## config.mk

```make
export PLATFORM = sky130hd
export DESIGN_NAME = id_ex_stage_flat
export DESIGN_NICKNAME = d
export VERILOG_FILES = /design/src/rtl/id_ex_stage_if.sv /design/src/rtl/id_ex_stage.sv /design/src/flat_wrapper.sv
export SDC_FILE = /design/constraint.sdc
export NUM_CORES = 1
export LEC_CHECK = 0
export ABC_AREA = 1
export BUFFER_PORTS_ARGS = -buffer_cell sky130_fd_sc_hd__buf_2
export CAP_MARGIN = 20
export CORE_UTILIZATION = 35
export CTS_BUF_LIST = sky130_fd_sc_hd__clkbuf_4
export DETAILED_ROUTE_END_ITERATION = 6
export HOLD_SLACK_MARGIN = 0.1
export PLACE_DENSITY = 0.67
export SYNTH_ARGS = -nofsm -noshare
export SYNTH_HDL_FRONTEND = slang
export SYNTH_SLANG_ARGS = --single-unit
```

## constraint.sdc

```tcl
create_clock -name clk -period 2.1 [get_ports clk]
set_input_delay 0.42 -clock clk [delete_from_list [all_inputs] [get_ports clk]]
set_output_delay 0.42 -clock clk [all_outputs]
set_load 0.1 [all_outputs]
```

## src/rtl/id_ex_stage_if.sv

```systemverilog
// Handshake/payload bundle between fetch+regfile (master side) and the
// decode/issue register feeding the ALU (slave side).
interface id_ex_stage_if #(
  parameter int DATA_WIDTH = 32,
  parameter int OP_WIDTH   = 12
);
  logic                  in_valid;
  logic                  in_ready;
  logic [31:0]           in_inst;
  logic [DATA_WIDTH-1:0] in_pc;
  logic [4:0]            rs_raddr;
  logic [4:0]            rt_raddr;
  logic [DATA_WIDTH-1:0] rs_rdata;
  logic [DATA_WIDTH-1:0] rt_rdata;
  logic                  flush;
  logic                  out_valid;
  logic                  out_ready;
  logic [DATA_WIDTH-1:0] out_alu_a;
  logic [DATA_WIDTH-1:0] out_alu_b;
  logic [OP_WIDTH-1:0]   out_aluop;
  logic [4:0]            out_wdest;
  logic                  out_wen;
  logic                  out_mem_rd;
  logic                  out_mem_wr;
  logic [DATA_WIDTH-1:0] out_store_data;
  logic [1:0]            out_branch;
  logic [DATA_WIDTH-1:0] out_pc;
  logic                  out_illegal;

  modport slave (
    input  in_valid, in_inst, in_pc, rs_rdata, rt_rdata, flush, out_ready,
    output in_ready, rs_raddr, rt_raddr, out_valid, out_alu_a, out_alu_b,
           out_aluop, out_wdest, out_wen, out_mem_rd, out_mem_wr,
           out_store_data, out_branch, out_pc, out_illegal
  );

  modport master (
    output in_valid, in_inst, in_pc, rs_rdata, rt_rdata, flush, out_ready,
    input  in_ready, rs_raddr, rt_raddr, out_valid, out_alu_a, out_alu_b,
           out_aluop, out_wdest, out_wen, out_mem_rd, out_mem_wr,
           out_store_data, out_branch, out_pc, out_illegal
  );
endinterface

```

## src/rtl/id_ex_stage.sv

```systemverilog
// MIPS decode/issue pipeline register: decodes one instruction into a one-hot
// ALUop plus operands and holds it in a single valid/ready slot with flush.
module id_ex_stage #(
  parameter int DATA_WIDTH = 32,
  parameter int OP_WIDTH   = 12
) (
  input logic         clk,
  input logic         resetn,
  id_ex_stage_if.slave bus
);

  localparam int ADD  = 0;
  localparam int SUB  = 1;
  localparam int AND_ = 2;
  localparam int OR_  = 3;
  localparam int NOR_ = 4;
  localparam int XOR_ = 5;
  localparam int SLT  = 6;
  localparam int SLTU = 7;
  localparam int SLL  = 8;
  localparam int SRL  = 9;
  localparam int SRA  = 10;
  localparam int LUI  = 11;

  typedef struct packed {
    logic [DATA_WIDTH-1:0] alu_a;
    logic [DATA_WIDTH-1:0] alu_b;
    logic [OP_WIDTH-1:0]   aluop;
    logic [4:0]            wdest;
    logic                  wen;
    logic                  mem_rd;
    logic                  mem_wr;
    logic [DATA_WIDTH-1:0] store_data;
    logic [1:0]            branch;
    logic [DATA_WIDTH-1:0] pc;
    logic                  illegal;
  } payload_t;

  logic [5:0]            opcode;
  logic [5:0]            funct;
  logic [4:0]            rs;
  logic [4:0]            rt;
  logic [4:0]            rd;
  logic [4:0]            shamt;
  logic [15:0]           imm;
  logic [DATA_WIDTH-1:0] simm;
  logic [DATA_WIDTH-1:0] zimm;
  logic [DATA_WIDTH-1:0] shamt_ext;

  payload_t dec;
  payload_t payload_d, payload_q;
  logic     valid_d, valid_q;
  logic     legal;
  logic     no_write;
  logic     load;

  assign {opcode, rs, rt, rd, shamt, funct} = bus.in_inst;
  assign imm       = bus.in_inst[15:0];
  assign simm      = {{(DATA_WIDTH-16){imm[15]}}, imm};
  assign zimm      = {{(DATA_WIDTH-16){1'b0}}, imm};
  assign shamt_ext = {{(DATA_WIDTH-5){1'b0}}, shamt};

  assign bus.rs_raddr = rs;
  assign bus.rt_raddr = rt;

  always_comb begin
    dec            = '0;
    dec.alu_a      = bus.rs_rdata;
    dec.alu_b      = bus.rt_rdata;
    dec.store_data = bus.rt_rdata;
    dec.pc         = bus.in_pc;
    legal          = 1'b1;
    no_write       = 1'b0;
    if (opcode == 6'h00) begin
      dec.wdest = rd;
      case (funct)
        6'h20, 6'h21: dec.aluop[ADD]  = 1'b1;
        6'h22, 6'h23: dec.aluop[SUB]  = 1'b1;
        6'h24:        dec.aluop[AND_] = 1'b1;
        6'h25:        dec.aluop[OR_]  = 1'b1;
        6'h26:        dec.aluop[XOR_] = 1'b1;
        6'h27:        dec.aluop[NOR_] = 1'b1;
        6'h2A:        dec.aluop[SLT]  = 1'b1;
        6'h2B:        dec.aluop[SLTU] = 1'b1;
        6'h00: begin dec.aluop[SLL] = 1'b1; dec.alu_a = shamt_ext; end
        6'h02: begin dec.aluop[SRL] = 1'b1; dec.alu_a = shamt_ext; end
        6'h03: begin dec.aluop[SRA] = 1'b1; dec.alu_a = shamt_ext; end
        6'h04:        dec.aluop[SLL]  = 1'b1;
        6'h06:        dec.aluop[SRL]  = 1'b1;
        6'h07:        dec.aluop[SRA]  = 1'b1;
        default:      legal           = 1'b0;
      endcase
    end else begin
      dec.wdest = rt;
      case (opcode)
        6'h08, 6'h09: begin dec.aluop[ADD]  = 1'b1; dec.alu_b = simm; end
        6'h0A:        begin dec.aluop[SLT]  = 1'b1; dec.alu_b = simm; end
        6'h0B:        begin dec.aluop[SLTU] = 1'b1; dec.alu_b = simm; end
        6'h0C:        begin dec.aluop[AND_] = 1'b1; dec.alu_b = zimm; end
        6'h0D:        begin dec.aluop[OR_]  = 1'b1; dec.alu_b = zimm; end
        6'h0E:        begin dec.aluop[XOR_] = 1'b1; dec.alu_b = zimm; end
        6'h0F: begin
          dec.aluop[LUI] = 1'b1;
          dec.alu_a      = '0;
          dec.alu_b      = zimm;
        end
        6'h23: begin dec.aluop[ADD] = 1'b1; dec.alu_b = simm; dec.mem_rd = 1'b1; end
        6'h2B: begin
          dec.aluop[ADD] = 1'b1;
          dec.alu_b      = simm;
          dec.mem_wr     = 1'b1;
          no_write       = 1'b1;
        end
        6'h04: begin dec.aluop[SUB] = 1'b1; dec.branch = 2'b01; no_write = 1'b1; end
        6'h05: begin dec.aluop[SUB] = 1'b1; dec.branch = 2'b10; no_write = 1'b1; end
        default: legal = 1'b0;
      endcase
    end
    dec.wen = legal & ~no_write & (dec.wdest != 5'd0);
    // Unsupported encodings still issue, stripped of side effects, so the exception path sees them.
    if (!legal) begin
      dec.aluop   = '0;
      dec.wen     = 1'b0;
      dec.mem_rd  = 1'b0;
      dec.mem_wr  = 1'b0;
      dec.branch  = 2'b00;
      dec.illegal = 1'b1;
    end
  end

  assign bus.in_ready = ~valid_q | bus.out_ready;
  assign load         = bus.in_valid & bus.in_ready & ~bus.flush;

  always_comb begin
    valid_d   = valid_q;
    payload_d = payload_q;
    if (bus.flush) begin
      valid_d = 1'b0;
    end else if (load) begin
      valid_d   = 1'b1;
      payload_d = dec;
    end else if (bus.out_ready) begin
      valid_d = 1'b0;
    end
  end

  always_ff @(posedge clk or negedge resetn) begin
    if (!resetn) begin
      valid_q   <= 1'b0;
      payload_q <= '0;
    end else begin
      valid_q   <= valid_d;
      payload_q <= payload_d;
    end
  end

  assign bus.out_valid      = valid_q;
  assign bus.out_alu_a      = payload_q.alu_a;
  assign bus.out_alu_b      = payload_q.alu_b;
  assign bus.out_aluop      = payload_q.aluop;
  assign bus.out_wdest      = payload_q.wdest;
  assign bus.out_wen        = payload_q.wen;
  assign bus.out_mem_rd     = payload_q.mem_rd;
  assign bus.out_mem_wr     = payload_q.mem_wr;
  assign bus.out_store_data = payload_q.store_data;
  assign bus.out_branch     = payload_q.branch;
  assign bus.out_pc         = payload_q.pc;
  assign bus.out_illegal    = payload_q.illegal;

endmodule

```

## src/flat_wrapper.sv

```systemverilog
// flat-port wrapper written by rule: the top's interface ports become plain ports
module id_ex_stage_flat 
#(
  parameter int DATA_WIDTH = 32,
  parameter int OP_WIDTH   = 12
)
  (clk, resetn, bus_in_valid, bus_in_inst, bus_in_pc, bus_rs_rdata, bus_rt_rdata, bus_flush, bus_out_ready, bus_in_ready, bus_rs_raddr, bus_rt_raddr, bus_out_valid, bus_out_alu_a, bus_out_alu_b, bus_out_aluop, bus_out_wdest, bus_out_wen, bus_out_mem_rd, bus_out_mem_wr, bus_out_store_data, bus_out_branch, bus_out_pc, bus_out_illegal);
  id_ex_stage_if #(.DATA_WIDTH(DATA_WIDTH), .OP_WIDTH(OP_WIDTH)) bus_i ();
  input logic clk;
  input logic resetn;
  input wire logic [$bits(bus_i.in_valid)-1:0] bus_in_valid;
  input wire logic [$bits(bus_i.in_inst)-1:0] bus_in_inst;
  input wire logic [$bits(bus_i.in_pc)-1:0] bus_in_pc;
  input wire logic [$bits(bus_i.rs_rdata)-1:0] bus_rs_rdata;
  input wire logic [$bits(bus_i.rt_rdata)-1:0] bus_rt_rdata;
  input wire logic [$bits(bus_i.flush)-1:0] bus_flush;
  input wire logic [$bits(bus_i.out_ready)-1:0] bus_out_ready;
  output wire logic [$bits(bus_i.in_ready)-1:0] bus_in_ready;
  output wire logic [$bits(bus_i.rs_raddr)-1:0] bus_rs_raddr;
  output wire logic [$bits(bus_i.rt_raddr)-1:0] bus_rt_raddr;
  output wire logic [$bits(bus_i.out_valid)-1:0] bus_out_valid;
  output wire logic [$bits(bus_i.out_alu_a)-1:0] bus_out_alu_a;
  output wire logic [$bits(bus_i.out_alu_b)-1:0] bus_out_alu_b;
  output wire logic [$bits(bus_i.out_aluop)-1:0] bus_out_aluop;
  output wire logic [$bits(bus_i.out_wdest)-1:0] bus_out_wdest;
  output wire logic [$bits(bus_i.out_wen)-1:0] bus_out_wen;
  output wire logic [$bits(bus_i.out_mem_rd)-1:0] bus_out_mem_rd;
  output wire logic [$bits(bus_i.out_mem_wr)-1:0] bus_out_mem_wr;
  output wire logic [$bits(bus_i.out_store_data)-1:0] bus_out_store_data;
  output wire logic [$bits(bus_i.out_branch)-1:0] bus_out_branch;
  output wire logic [$bits(bus_i.out_pc)-1:0] bus_out_pc;
  output wire logic [$bits(bus_i.out_illegal)-1:0] bus_out_illegal;
  assign bus_i.in_valid = bus_in_valid;
  assign bus_i.in_inst = bus_in_inst;
  assign bus_i.in_pc = bus_in_pc;
  assign bus_i.rs_rdata = bus_rs_rdata;
  assign bus_i.rt_rdata = bus_rt_rdata;
  assign bus_i.flush = bus_flush;
  assign bus_i.out_ready = bus_out_ready;
  assign bus_in_ready = bus_i.in_ready;
  assign bus_rs_raddr = bus_i.rs_raddr;
  assign bus_rt_raddr = bus_i.rt_raddr;
  assign bus_out_valid = bus_i.out_valid;
  assign bus_out_alu_a = bus_i.out_alu_a;
  assign bus_out_alu_b = bus_i.out_alu_b;
  assign bus_out_aluop = bus_i.out_aluop;
  assign bus_out_wdest = bus_i.out_wdest;
  assign bus_out_wen = bus_i.out_wen;
  assign bus_out_mem_rd = bus_i.out_mem_rd;
  assign bus_out_mem_wr = bus_i.out_mem_wr;
  assign bus_out_store_data = bus_i.out_store_data;
  assign bus_out_branch = bus_i.out_branch;
  assign bus_out_pc = bus_i.out_pc;
  assign bus_out_illegal = bus_i.out_illegal;
  id_ex_stage #(.DATA_WIDTH(DATA_WIDTH), .OP_WIDTH(OP_WIDTH)) u_core (.clk(clk), .resetn(resetn), .bus(bus_i));
endmodule
```

==> out/metrics.yaml <==
die:
  die_area_um2: 19100
  die_h_um: 138
  coreArea_um2: 18000
  start_util_pct: 35.9
  ios: 296
  die_x_um: 138
  rows: 49
global_route:
  grt_max_degree: 102
  grt_antenna_before_repair: 2
  gr-total-overflow: 0
  grt_pass1_vias: 6442
  gr-usage-all-layers_pct: 22.3
  grt_pass1_wl_mm: 33.6
cells_and_area:
  layout-area-overhead-vs-synth_pct: 44.8
  layout.nets: 1255
  fin_cells: 1366
  final_util_pct: 52.0
  layout-drive-gt1-share_pct: 30.3
  final_area_um2: 9380
critical_path:
  worst-setup-path-type: "reg2out"
  critPathMaxFanout: 3
  worst-path-buf-inv: 1
  max_stage_delay_ps: 450
  path_delay_family: "flip-flops"
  startpoint_type: "register"
  worstPathCellList: "nand2_4 -> buf_2"
  arrival_ps: 1510
  crit_path_top_delay_cell: "dfrtp_2"
  required_ps: 1680
  critPathCaptureType: "output pin"
logic_synthesis:
  ys_types: 25
  syn_area_um2: 6480
  yosysTopAreaCellShare_pct: 58.7
  syn_inst: 761
  yosysTopAreaCell: "dfrtp_1"
  syn_avg_cell_area_um2: 8.51
  ys_ff_latch: 152
  ys_seq_area_share_pct: 58.7
  syn-num-nets: 894
  synth.most_common_cell: "nand2_1"
  synth_flop_cell: "dfrtp_1"
  async_flop_share_pct: 100
  synth-edff-count: 0
  synth_common_cells: "nand2_1, dfrtp_1, o21ai_0"
  yosys-top-cells-area: "dfrtp_1, nand2_1, o21ai_0"
  yosysWarnings: 0
route:
  detail-route-antenna-nets: 0
  drc_errors: 0
  vias: 6578
  via_per_inst: 4.82
  dr.pass1.iters: 5
  first_iter_violations: 353
  drt_wl_total_mm: 21.0
  wire_per_inst_um: 15.4
clock_tree:
  ctsResizeCount: 0
  cts-hold-fix-buffers: 95
  clk_latency_ps: 550
  cts_tree: "done"
  clockBufferDepth: 2
  cts_made_buffers: 17
  htree_levels: 4
  cts-root-buf: "clkbuf_4"
  clk_pin_slew_ps: 130
  cts_num_sinks: 152
  cts_setup_buffers: 0
sta:
  rsz0062_at_grt: "false"
  max_freq_mhz: 517
  slew_headroom_pct: 63.4
  hold_violations: 0
  setup_tns_ps: 0
  slew_viol_final: 0
  setup_viol: 0
  final.period_utilization_pct: 92.1
  tightest_slew_ps: 552
  min_period_ps: 1930
  skew_ps: 19.4
power_and_ir_drop:
  irDropWorstVdd_v: 0.000542
  power_leakage_nw: 5.08
  p_clk_share_pct: 18.5
  p_comb_share_pct: 45.7
  power.density_nw_per_um2: 1050
  swShare_pct: 51.8
  seqPwrFrac_pct: 35.8
  intPower_mw: 4.77
  p_switching_mw: 5.12
place:
  place_congestion: 0.855
  port_buffers: 285
  post_dp_cell_area_um2: 8140
  dp_cells: 1237
  dp_hpwl_mm: 13.8
hold_path:
  hold_class: "in2reg"
run_status:
  status: "completed"
job:
  cap_viol_max_count: 0
[worst paths after layout]
kind | slack (ps) | start | depth (start not counted) | end
max in group asynchronous | 1170 | resetn | 3 | u_core.bus.out_valid
worst min-delay path | 160 | bus_rs_rdata[2] | 3 | u_core.bus.out_alu_a[2]
worst min register to register | 490 | u_core.bus.out_store_data[31] | 2 | u_core.bus.out_store_data[31]
worst max register to register | 510 | u_core.bus.out_valid | 6 | u_core.bus.out_alu_a[20]
worst max-delay path | 170 | u_core.bus.out_valid | 2 | bus_in_ready
min in group asynchronous | 210 | resetn | 2 | u_core.bus.out_pc[4]
[metal layers]
metal	wire length [um]	vias up	GRT usage, %	part of all wire (%)
li1	-	3155	-	-
met1	8960	3112	28.7	43
met2	10000	255	35.6	48
met3	1170	56	4.95	5.6
met4	804	0	11.2	3.8
met5	0	-	0	0
[placed cells by master (no fill, tap or decap), types with 3 or more instances in the layout]
master / instances
buf_4: 9
clkinvlp_4: 3
buf_12: 6
a21oi_1: 41
nand2_1: 313
inv_1: 26
nand3_1: 41
clkbuf_4: 18
o211ai_1: 16
dlygate4sd3_1: 95
nand4_1: 4
nand3_2: 3
nor2_1: 39
buf_2: 284
dfrtp_1: 151
o21ai_0: 56
clkinv_2: 3
[cell type report]
cell class | count | area [um^2]
diodes | 2 | 5.00
clock buffers | 18 | 135
clock inverters | 14 | 148
fillers | 1686 | 8650
inverters | 28 | 108
multi-input cells | 528 | 2320
flip-flops and latches | 152 | 3800
well taps | 229 | 287
repair buffers | 395 | 2570
[worst register-to-register path, stage by stage, from the launching register on]
cell	delay, ps
dfrtp_2	450
nand2_4	90
nand2_4	90
inv_4	210
buf_12	290
nand3_1	150
o21ai_0	230
[registers in the layout (all words and copies together) (netlist names)]
signal                     cells
u_core.bus.out_aluop          12
u_core.bus.out_alu_a          32
u_core.bus.out_pc             32
u_core.bus.out_wen             1
u_core.bus.out_branch          2
u_core.bus.out_valid           1
u_core.bus.out_mem_rd          1
u_core.bus.out_alu_b          32
u_core.bus.out_mem_wr          1
u_core.bus.out_wdest           5
u_core.bus.out_illegal         1
u_core.bus.out_store_data     32
[power groups by stage]
stage	clock network (mW)	registers [mW]	logic, mW
6_report	1.83	3.54	4.52
5_1_grt	2.02	3.59	4.69
4_1_cts	1.93	3.53	4.52
3_5_place_dp	0	3.58	4.38
3_3_place_gp	0	3.58	4.36
2_1_floorplan	0	6.55	0.600
[through the flow]
step | worst slack, ps | total power [mW] | hold slack (ps)
after detailed placement | 38.2 | 7.96 | 234
after global placement | 116 | 7.94 | 233
final | 165 | 9.89 | 162
after floorplan | 97.9 | 7.14 | 124
after CTS | 105 | 9.98 | 105
after global routing | 72.6 | 10.3 | 119
[cells by family after synthesis]
| family | after synthesis | synth area share [%] |
|---|---|---|
| simple gates | 409 | 25.6 |
| flops | 152 | 58.7 |
| buf+inv | 81 | 5.70 |
| compound gates | 119 | 10.0 |
(Power assumes the default switching activity.)
